`config.mk`:
```
export PLATFORM = sky130hd
export DESIGN_NAME = pipe_stage_reg
export DESIGN_NICKNAME = d
export VERILOG_FILES = /design/src/rtl/pipe_stage_reg.sv
export SDC_FILE = /design/constraint.sdc
export NUM_CORES = 1
export LEC_CHECK = 0
export CORE_MARGIN = 1.5
export CORE_UTILIZATION = 54
export DETAILED_ROUTE_END_ITERATION = 16
export PLACE_DENSITY = 0.86
export SETUP_SLACK_MARGIN = 0.3
export SYNTH_ARGS = -nofsm -noshare
export SYNTH_HDL_FRONTEND = slang
export SYNTH_SLANG_ARGS = --single-unit
export TNS_END_PERCENT = 20
```
`constraint.sdc`:
```
create_clock -name CLK -period 4.3 [get_ports CLK]
set_clock_uncertainty 0.1 [all_clocks]
set_input_delay 1.29 -clock CLK [delete_from_list [all_inputs] [get_ports CLK]]
set_output_delay 1.29 -clock CLK [all_outputs]
set_load 0.02 [all_outputs]
```
`src/rtl/pipe_stage_reg.sv`:
```
// pipe_stage_reg: generic valid/ready pipeline stage register.
//
// Carries a WIDTH-bit opaque payload plus a halt tag from one pipeline stage
// to the next. With SKID=1 a second (skid) entry is built so in_ready depends
// only on flops; with SKID=0 a single entry is kept and in_ready is
// combinational from out_ready. flush squashes all held entries on the next
// edge, and halt is a sticky flag raised once a halt-tagged entry is consumed.
//
// Optional build macro: PIPE_STATS_EN adds the stall_cnt / drop_cnt
// statistics outputs. Without it the port list carries no extra ports.

module pipe_stage_reg #(
    parameter int unsigned      WIDTH      = 32,
    parameter int unsigned      SKID       = 1,
    parameter logic [WIDTH-1:0] RESET_DATA = {WIDTH{1'b0}}
) (
    input  logic             CLK,
    input  logic             nRST,
    input  logic             in_valid,
    output logic             in_ready,
    input  logic [WIDTH-1:0] in_data,
    input  logic             in_halt,
    input  logic             flush,
    output logic             out_valid,
    input  logic             out_ready,
    output logic [WIDTH-1:0] out_data,
    output logic             out_halt,
    output logic             halt,
    output logic [1:0]       occupancy
`ifdef PIPE_STATS_EN
    ,
    output logic [31:0]      stall_cnt,
    output logic [15:0]      drop_cnt
`endif
);

    // Head (main) entry state.
    logic             main_v_r;
    logic [WIDTH-1:0] main_data_r;
    logic             main_halt_r;
    logic             halt_r;

    // Next-state values for the head entry.
    logic             main_v_nxt_s;
    logic [WIDTH-1:0] main_data_nxt_s;
    logic             main_halt_nxt_s;

    // View of the skid entry (constant empty when it is not built).
    logic             skid_v_s;
    logic [WIDTH-1:0] skid_data_s;
    logic             skid_halt_s;

    logic             in_ready_s;
    logic             accept_s;
    logic             pop_s;
    logic [1:0]       occupancy_s;

    assign accept_s    = in_valid && in_ready_s;
    assign pop_s       = main_v_r && out_ready;
    assign occupancy_s = {1'b0, main_v_r} + {1'b0, skid_v_s};

    generate
        if (SKID != 0) begin : g_skid
            logic             skid_v_r;
            logic [WIDTH-1:0] skid_data_r;
            logic             skid_halt_r;
            logic             skid_load_s;
            logic             skid_v_nxt_s;

            // An offer arriving while the head is held and not leaving parks in the skid slot.
            assign skid_load_s  = accept_s && main_v_r && !pop_s && !flush;
            assign skid_v_nxt_s = flush    ? 1'b0 :
                                  skid_v_r ? !pop_s :
                                             skid_load_s;

            // Skid entry register: valid cleared by flush, payload only by reset.
            always_ff @(posedge CLK or negedge nRST) begin
                if (!nRST) begin
                    skid_v_r    <= 1'b0;
                    skid_data_r <= RESET_DATA;
                    skid_halt_r <= 1'b0;
                end else begin
                    skid_v_r <= skid_v_nxt_s;
                    if (skid_load_s) begin
                        skid_data_r <= in_data;
                        skid_halt_r <= in_halt;
                    end else begin
                        skid_data_r <= skid_data_r;
                        skid_halt_r <= skid_halt_r;
                    end
                end
            end

            assign skid_v_s    = skid_v_r;
            assign skid_data_s = skid_data_r;
            assign skid_halt_s = skid_halt_r;
            // Registered backpressure: only the skid flop decides.
            assign in_ready_s  = !skid_v_r;
        end else begin : g_no_skid
            assign skid_v_s    = 1'b0;
            assign skid_data_s = RESET_DATA;
            assign skid_halt_s = 1'b0;
            // Single entry: room exists if empty or the head leaves this cycle.
            assign in_ready_s  = !main_v_r || out_ready;
        end
    endgenerate

    // Head-entry next state, keyed on the {skid_v, main_v} occupancy state.
    always_comb begin
        main_v_nxt_s    = main_v_r;
        main_data_nxt_s = main_data_r;
        main_halt_nxt_s = main_halt_r;
        if (flush) begin
            // Squash wins over any same-cycle accept; payload is left in place.
            main_v_nxt_s = 1'b0;
        end else begin
            case ({skid_v_s, main_v_r})
                2'b00: begin
                    if (accept_s) begin
                        main_v_nxt_s    = 1'b1;
                        main_data_nxt_s = in_data;
                        main_halt_nxt_s = in_halt;
                    end else begin
                        main_v_nxt_s = 1'b0;
                    end
                end
                2'b01: begin
                    if (accept_s && pop_s) begin
                        main_data_nxt_s = in_data;
                        main_halt_nxt_s = in_halt;
                    end else if (pop_s) begin
                        main_v_nxt_s = 1'b0;
                    end else begin
                        // Hold, or the new entry goes to the skid slot.
                        main_v_nxt_s = 1'b1;
                    end
                end
                2'b11: begin
                    if (pop_s) begin
                        main_data_nxt_s = skid_data_s;
                        main_halt_nxt_s = skid_halt_s;
                    end else begin
                        main_v_nxt_s = 1'b1;
                    end
                end
                default: begin
                    // Skid-only is unreachable; recover to empty.
                    main_v_nxt_s = 1'b0;
                end
            endcase
        end
    end

    // Head entry and sticky halt registers.
    always_ff @(posedge CLK or negedge nRST) begin
        if (!nRST) begin
            main_v_r    <= 1'b0;
            main_data_r <= RESET_DATA;
            main_halt_r <= 1'b0;
            halt_r      <= 1'b0;
        end else begin
            main_v_r    <= main_v_nxt_s;
            main_data_r <= main_data_nxt_s;
            main_halt_r <= main_halt_nxt_s;
            // A pop still consumes the head even when flush squashes the stage.
            halt_r      <= halt_r || (pop_s && main_halt_r);
        end
    end

    assign in_ready  = in_ready_s;
    assign out_valid = main_v_r;
    assign out_data  = main_data_r;
    assign out_halt  = main_halt_r;
    assign halt      = halt_r;
    assign occupancy = occupancy_s;

`ifdef PIPE_STATS_EN
    logic [31:0] stall_cnt_r;
    logic [15:0] drop_cnt_r;
    logic [16:0] drop_sum_s;

    assign drop_sum_s = {1'b0, drop_cnt_r} + {15'd0, occupancy_s};

    // Saturating stall and flush-drop statistics; only reset clears them.
    always_ff @(posedge CLK or negedge nRST) begin
        if (!nRST) begin
            stall_cnt_r <= 32'd0;
            drop_cnt_r  <= 16'd0;
        end else begin
            if (main_v_r && !out_ready && (stall_cnt_r != 32'hFFFF_FFFF)) begin
                stall_cnt_r <= stall_cnt_r + 32'd1;
            end else begin
                stall_cnt_r <= stall_cnt_r;
            end
            if (flush) begin
                drop_cnt_r <= drop_sum_s[16] ? 16'hFFFF : drop_sum_s[15:0];
            end else begin
                drop_cnt_r <= drop_cnt_r;
            end
        end
    end

    assign stall_cnt = stall_cnt_r;
    assign drop_cnt  = drop_cnt_r;
`else
    // Statistics build disabled: no counters exist.
`endif

endmodule

```
==> results.md, run 1 <==
* Worst Path Required at around 2.9 ns
* Worst EP arrival at about 2 ns
* Distinct cells, synth at 22
* I/O pin total at 76
* Worst Max-Slew Pin Slew at between 1 and 1.5 ns
* # Post-CTS Setup Buffers at 0
* Layout area overhead at 31.95%
* Worst-path clk slew at approximately 0.070 ns
* RSZ-0062 raised after global routing: false
* Clock Path Buffers at 2
* Crit-path max cell delay at 0.59 ns
* Hold Fails Final Rpt at 0
* Final #Nets at around 320
* Synth Flop Type: dfrtp_1
* Avg Cell Area, Syn at about 16 sq um
* Final Util at 0.7547
* Die Area at between 6000 and 7000 sq um
* Asr flop ratio synth at 1.000
* Core area at about 5600 sq um
* CP Launch Type: flip-flop
* Total number of vias at about 1,900
* Post-synthesis instance area at 3227 sq um
* Register bit total from synthesis at 69
* Run status: finished, final reports clean
* Total gr overflow at 0
* Placement Setup Slack at 0.8097 ns
* Mapped Cells at approximately 200
* # Max-Cap Violations at 0
* CTS tree: done
* Final Critical Period at between 3 and 4 ns
* Vias per cell at around 5.2
* Setup Viol. Count Final at 0
* Yosys top cell by area: dfrtp_1
* Power Dens Cells at ~650 nW/um^2
* Num rows at 27
* Largest net degree at the start of global routing at 48
* Hold Path Class: reg -> reg
* Worst Path Buf+Inv at 2
* Post-synth EDFFs at 0
* Post-route setup slack at 0.9644 ns
* GR Util All Layers at 0.2141
* Layout cell share with drive strength beyond 1 at 0.4371
* Worst-Skew Late Latency at about 0.33 ns
* Register area share after synthesis at 0.5351
* Fmax at roughly 300 MHz
* Vias in the first global route at between 2,000 and 2,500
* Leak at between 1.5 and 2 nW
* 1st-pass router iterations at 3
* Fillers at around 370
* Clock sinks at 69
* Inst Count DP at between 300 and 400
* Number of CTS-inserted buffers at 9
* Most instantiated cells after synthesis: dfrtp_1 (69), mux2_2 (67), mux2_4 (30), ha_1 (5), clkbuf_1 (4)
* Antenna Nets Post-Route at 0
* Yosys top cell area share at 0.5351
* Initial DRC Count at between 70 and 80
* Die height at 80.30 um
* First-pass GRT wire length at about 10,000 um
* CP Class: reg -> out
* Antenna diode count at 0
* Final Max Tran Viols at 0
* CP Max Fanout at 10
* Fin crit share at 0.7757
* Top-count cell post-synth: dfrtp_1
* Non-Filler Instances at ~360
* Top cells by area, synth: dfrtp_1 (54%), mux2_2 (23%), mux2_4 (14%)
* # DRC at 0
* Critical-path top delay cell: clkdlybuf4s50_1
* Syn nets at 242
* Design area at about 4300 sq um
* Htree depth at 3
* Placement-stage cell area at just over 4000 sq um
* Wirelength per Cell at 16.91 um
* CP endpoint kind: primary output
* Cell Chain, Critical Path: inv_1 -> ha_1 -> clkdlybuf4s50_1
* Max_slew headroom at 0.3325
* Dpl hpwl at about 4100 um
* Root Buffer: clkbuf_8
* Number of port buffers at 75
* Initial antenna violation count at 0
* Critical path's top delay family: buffers and inverters
* GP Congestion at 0.7129
* Final wirelength at 6054 um
* Die X at 80.30 um
* CTS Hold Bufs at 0
* Synth warnings at 0
* Worst VDD drop at a little under 400 uV
* # resized after CTS at 0
* Final setup TNS at 0 ns
* Initial core utilization at 0.5720
## worst register-to-register path, delay by kind of cell, from the launching register on
kind	cells	cell delay (ns)
flip-flops	1	0.54
AO/OA/AOI/OAI	1	0.35
AND/OR/NAND/NOR	1	0.24
multiplexers	1	0.41
adder cells (fa/ha/maj)	1	0.24
buffers and inverters	2	0.63
## metal layers
| layer | part of all wire | GRT usage | routed length, um | vias to the layer above |
|---|---|---|---|---|
| li1 | - | - | - | 881 |
| met1 | 0.45 | 0.2860 | 2742 | 933 |
| met2 | 0.48 | 0.3244 | 2882 | 52 |
| met3 | 0.053 | 0.05909 | 322 | 9 |
| met4 | 0.018 | 0.09655 | 108 | 0 |
| met5 | 0 | 0 | 0 | - |
## area by class of cell
type / instances / area (sq um) / area share
well taps: 72 / 90.09 / 0.02116
repair buffers: 81 / 790.8 / 0.1857
clock inverters: 3 / 42.54 / 0.009991
flip-flops and latches: 69 / 1727 / 0.4055
clock buffers: 13 / 168.9 / 0.03967
inverters: 2 / 7.507 / 0.001763
multi-input cells: 118 / 1431 / 0.3362
## worst paths after layout
path / slack, ns / to / startpoint / depth (start not counted)
max in group asynchronous: 2.31 / out_data[29] / nRST / 2
worst min register to register: 0.37 / halt / halt / 1
min in group asynchronous: 1.02 / g_skid.skid_v_r / nRST / 1
worst min-delay path: 0.37 / halt / halt / 1
worst max-delay path: 0.96 / occupancy[0] / out_valid / 3
worst max register to register: 1.67 / out_data[16] / out_valid / 6
## stage by stage
stage / power [W] / hold slack, ns
after floorplan: 0.001748 / 0.3522
after global placement: 0.002176 / 0.3508
after detailed placement: 0.002216 / 0.3567
after CTS: 0.002776 / 0.3727
after global routing: 0.002900 / 0.3923
final: 0.002746 / 0.3732
## cell usage in the layout, fill, tap and decap left out, types with 2 or more instances in the layout
cell             instances
a21oi_1                  2
buf_4                    6
clkbuf_8                12
clkdlybuf4s50_1         74
dfrtp_1                 69
ha_1                     4
inv_1                    2
mux2_1                   2
mux2_2                  67
mux2_4                  30
## logic make-up (layout without fill, tap and decap cells)
group                      after synthesis  after routing  share of synthesized area
DFF                                     69             69                     0.5351
muxes                                   99             99                     0.3804
AOI/OAI and AO/OA                        7              7                    0.02249
adders and majority gates                5              5                    0.01939
and+or+nand+nor                          7              7                    0.02055
buffers and inverters                   12             99                    0.02210
## flip-flops by register name, summed over array words and instances, names as in the netlist
name	flops
g_skid.skid_data_r	32
g_skid.skid_halt_r	1
g_skid.skid_v_r	1
halt	1
out_data	32
out_halt	1
out_valid	1
## power by group
group | internal (W) | switching (W) | leakage, nW
sequential | 0.000953 | 0.000167 | 0.827
combinational | 0.000647 | 0.000426 | 0.881
clock | 0.000315 | 0.000238 | 0.106
total | 0.00191 | 0.000832 | 1.81
Power figures use the tool's default switching activity.
==> inputs of run 2 (changes only) <==
--- a/config.mk
+++ b/config.mk
@@ -6,9 +6,9 @@
 export NUM_CORES = 1
 export LEC_CHECK = 0
 export CORE_MARGIN = 1.5
-export CORE_UTILIZATION = 54
+export CORE_UTILIZATION = 50
 export DETAILED_ROUTE_END_ITERATION = 16
-export PLACE_DENSITY = 0.86
+export PLACE_DENSITY = 0.8
 export SETUP_SLACK_MARGIN = 0.3
 export SYNTH_ARGS = -nofsm -noshare
 export SYNTH_HDL_FRONTEND = slang
==> constraint.sdc (replaced) <==
create_clock -name CLK -period 3.4 [get_ports CLK]
set_clock_uncertainty 0.1 [all_clocks]
set_input_delay 1.02 -clock CLK [delete_from_list [all_inputs] [get_ports CLK]]
set_output_delay 1.02 -clock CLK [all_outputs]
set_load 0.02 [all_outputs]
==> results.md, run 2 (synthesis results as in run 1) <==
* Most common cell after layout, fill and taps aside: clkdlybuf4s50_1
* Htree depth at 3 (unchanged)
* 1st-pass router iterations at 4 (+1)
* Clock sinks at 69 (unchanged)
* Fillers at 472 (+29%)
* Design area at 4257 sq um (about the same)
* Root Buffer: clkbuf_8
* Hold Path Class: reg -> reg
* Final wirelength at 6073 um (+0.31%)
* Worst Max-Slew Pin Slew at 0.6909 ns (-0.3104 ns)
* Cell Chain, Critical Path: inv_1 -> ha_1 -> clkdlybuf4s50_1
* Power Dens Cells at 794.9 nW/um^2 (+23%)
* Register Area at 1728 sq um (about the same)
* GP Congestion at 0.6877 (-3.5%)
* Layout cell share with drive strength beyond 1 at 0.4406 (+0.003497)
* Die height at 83.34 um (+3.8%)
* Vias per cell at 5.110 (-2.4%)
* Max_slew headroom at 0.5394 (+0.2069)
* CP Max Fanout at 10 (unchanged)
* Int Power at 0.002330 W (+22%)
* Final #Nets at 324 (unchanged)
* Clock group share of total power at 0.179 (-0.022)
* Multi-input logic area at 1431 sq um (unchanged)
* Most frequent cells in the layout: clkdlybuf4s50_1 (74), dfrtp_1 (68), mux2_2 (67)
* Initial DRC Count at 67 (-5.6%)
* Antenna diode count at 0 (unchanged)
* CTS tree: done
* # Max-Cap Violations at 0 (unchanged)
* Share of power burned in registers at 0.418 (+0.010)
* Critical-path top delay cell: clkdlybuf4s50_1
* Leak at 1.808 nW (-0.36%)
* Antenna Nets Post-Route at 0 (unchanged)
* Core area at 6277 sq um (+11%)
* Gate power share at 0.403 (+0.012)
* Wirelength per Cell at 16.73 um (-1.1%)
* RSZ-0062 raised after global routing: false
* Number of CTS-inserted buffers at 9 (unchanged)
* Inst Count DP at 347 (+1.5%)
* First-pass GRT wire length at 9998 um (-1.6%)
* Final setup TNS at 0 ns (unchanged)
* Worst Path Buf+Inv at 2 (unchanged)
* GR Util All Layers at 0.1871 (-0.02696)
* Hold Fails Final Rpt at 0 (unchanged)
* Worst Path Required at 2.28 ns (-0.63 ns)
* Vias in the first global route at 1,949 (-4.4%)
* Worst-path clk slew at 0.07 ns (about the same)
* Run status: finished, final reports clean
* Crit-path max cell delay at 0.60 ns (about the same)
* Fin crit share at 0.8693
* Worst VDD drop at 510.1 uV (+31%)
* Die Area at 6945 sq um (+7.7%)
* Final Max Tran Viols at 0 (unchanged)
* Net Switching at 0.001054 W (+27%)
* Total gr overflow at 0 (unchanged)
* Placement-stage cell area at 4078 sq um (+0.77%)
* Layout area overhead at 31.91% (about the same)
* Dpl hpwl at 4020 um (-0.90%)
* Hold WS at 0.3713 ns (-0.001957 ns)
* CP endpoint kind: primary output
* I/O pin total at 76 (unchanged)
* Critical path's top delay family: buffers and inverters
* Num rows at 29 (+7.4%)
* # DRC at 0 (unchanged)
* Die X at 83.34 um (+3.8%)
* Non-Filler Instances at 363 (+1.4%)
* Fmax at 338.3 MHz
* Initial antenna violation count at 0 (unchanged)
* CP Class: reg -> out
* Worst-Skew Late Latency at 0.34 ns (about the same)
* Total number of vias at 1,855 (-1.1%)
* Setup Viol. Count Final at 0 (unchanged)
* Initial core utilization at 0.5141 (-0.05791)
* CP Launch Type: flip-flop
* Number of port buffers at 75 (unchanged)
* Sw frac at 0.3114 (+0.008609)
* Largest net degree at the start of global routing at 35 (-27%)
* Clock Path Buffers at 2 (unchanged)
* Worst EP arrival at 1.84 ns (-0.11 ns)
* Final Critical Period at 2.956 ns
## run 2: changes by cell type in the layout (fill, tap and decap cells not counted)
| cell | change |
|---|---|
| buf_12 | +2 |
| buf_4 | -2 |
| bufinv_16 | -1 |
| clkbuf_8 | -1 |
| clkinv_2 | +2 |
| dfrtp_1 | -1 |
| dfrtp_2 | +1 |
## run 2: final timing paths
kind,startpoint,depth (start not counted),slack [ns],to
worst min-delay path,halt,1,0.37,halt
worst max-delay path,out_valid,3,0.44,occupancy[0]
max in group asynchronous,nRST,2,1.94,g_skid.skid_data_r[6]
min in group asynchronous,nRST,1,0.62,g_skid.skid_data_r[20]
worst min register to register,halt,1,0.37,halt
worst max register to register,g_skid.skid_v_r,6,0.98,out_data[16]
## run 2: final cells by class
type / instances / area share
repair buffers: 81 / 0.1917
inverters: 2 / 0.001764
well taps: 77 / 0.02263
clock inverters: 4 / 0.005291
flip-flops and latches: 69 / 0.4059
multi-input cells: 118 / 0.3363
clock buffers: 12 / 0.03645
## run 2: metrics by stage
step / worst slack [ns] / power [W] / util
finish: 0.4444 / 0.003384 / 0.6781
global route: 0.3621 / 0.003572 / 0.6781
CTS: 0.3145 / 0.003422 / 0.6779
detailed placement: 0.3021 / 0.002807 / 0.6496
global placement: 0.3427 / 0.002760 / 0.6496
floorplan: 0.8721 / 0.002211 / -
## run 2: power groups by stage
stage,Clock [W],Sequential (W),Combinational [W]
3_3_place_gp,0,0.00142,0.00135
4_1_cts,0.000617,0.00142,0.00138
5_1_grt,0.000660,0.00147,0.00144
2_1_floorplan,0,0.00162,0.000588
3_5_place_dp,0,0.00143,0.00138
6_report,0.000606,0.00141,0.00136
## run 2: what timing repair did
| item | 4_1_cts | 5_1_grt |
|---|---|---|
| gates resized for setup | 0 | 1 |
| setup endpoints to repair | 0 | 1 |
| hold buffers | 0 | 0 |
| setup buffers | 0 | 0 |
## run 2: per-layer routing
metal / vias to the layer above / GRT usage / routed length [um]
met5: - / 0 / 0
met4: 0 / 0.05909 / 42
met3: 7 / 0.05964 / 315
met2: 46 / 0.2927 / 2875
met1: 919 / 0.2493 / 2839
li1: 883 / - / -
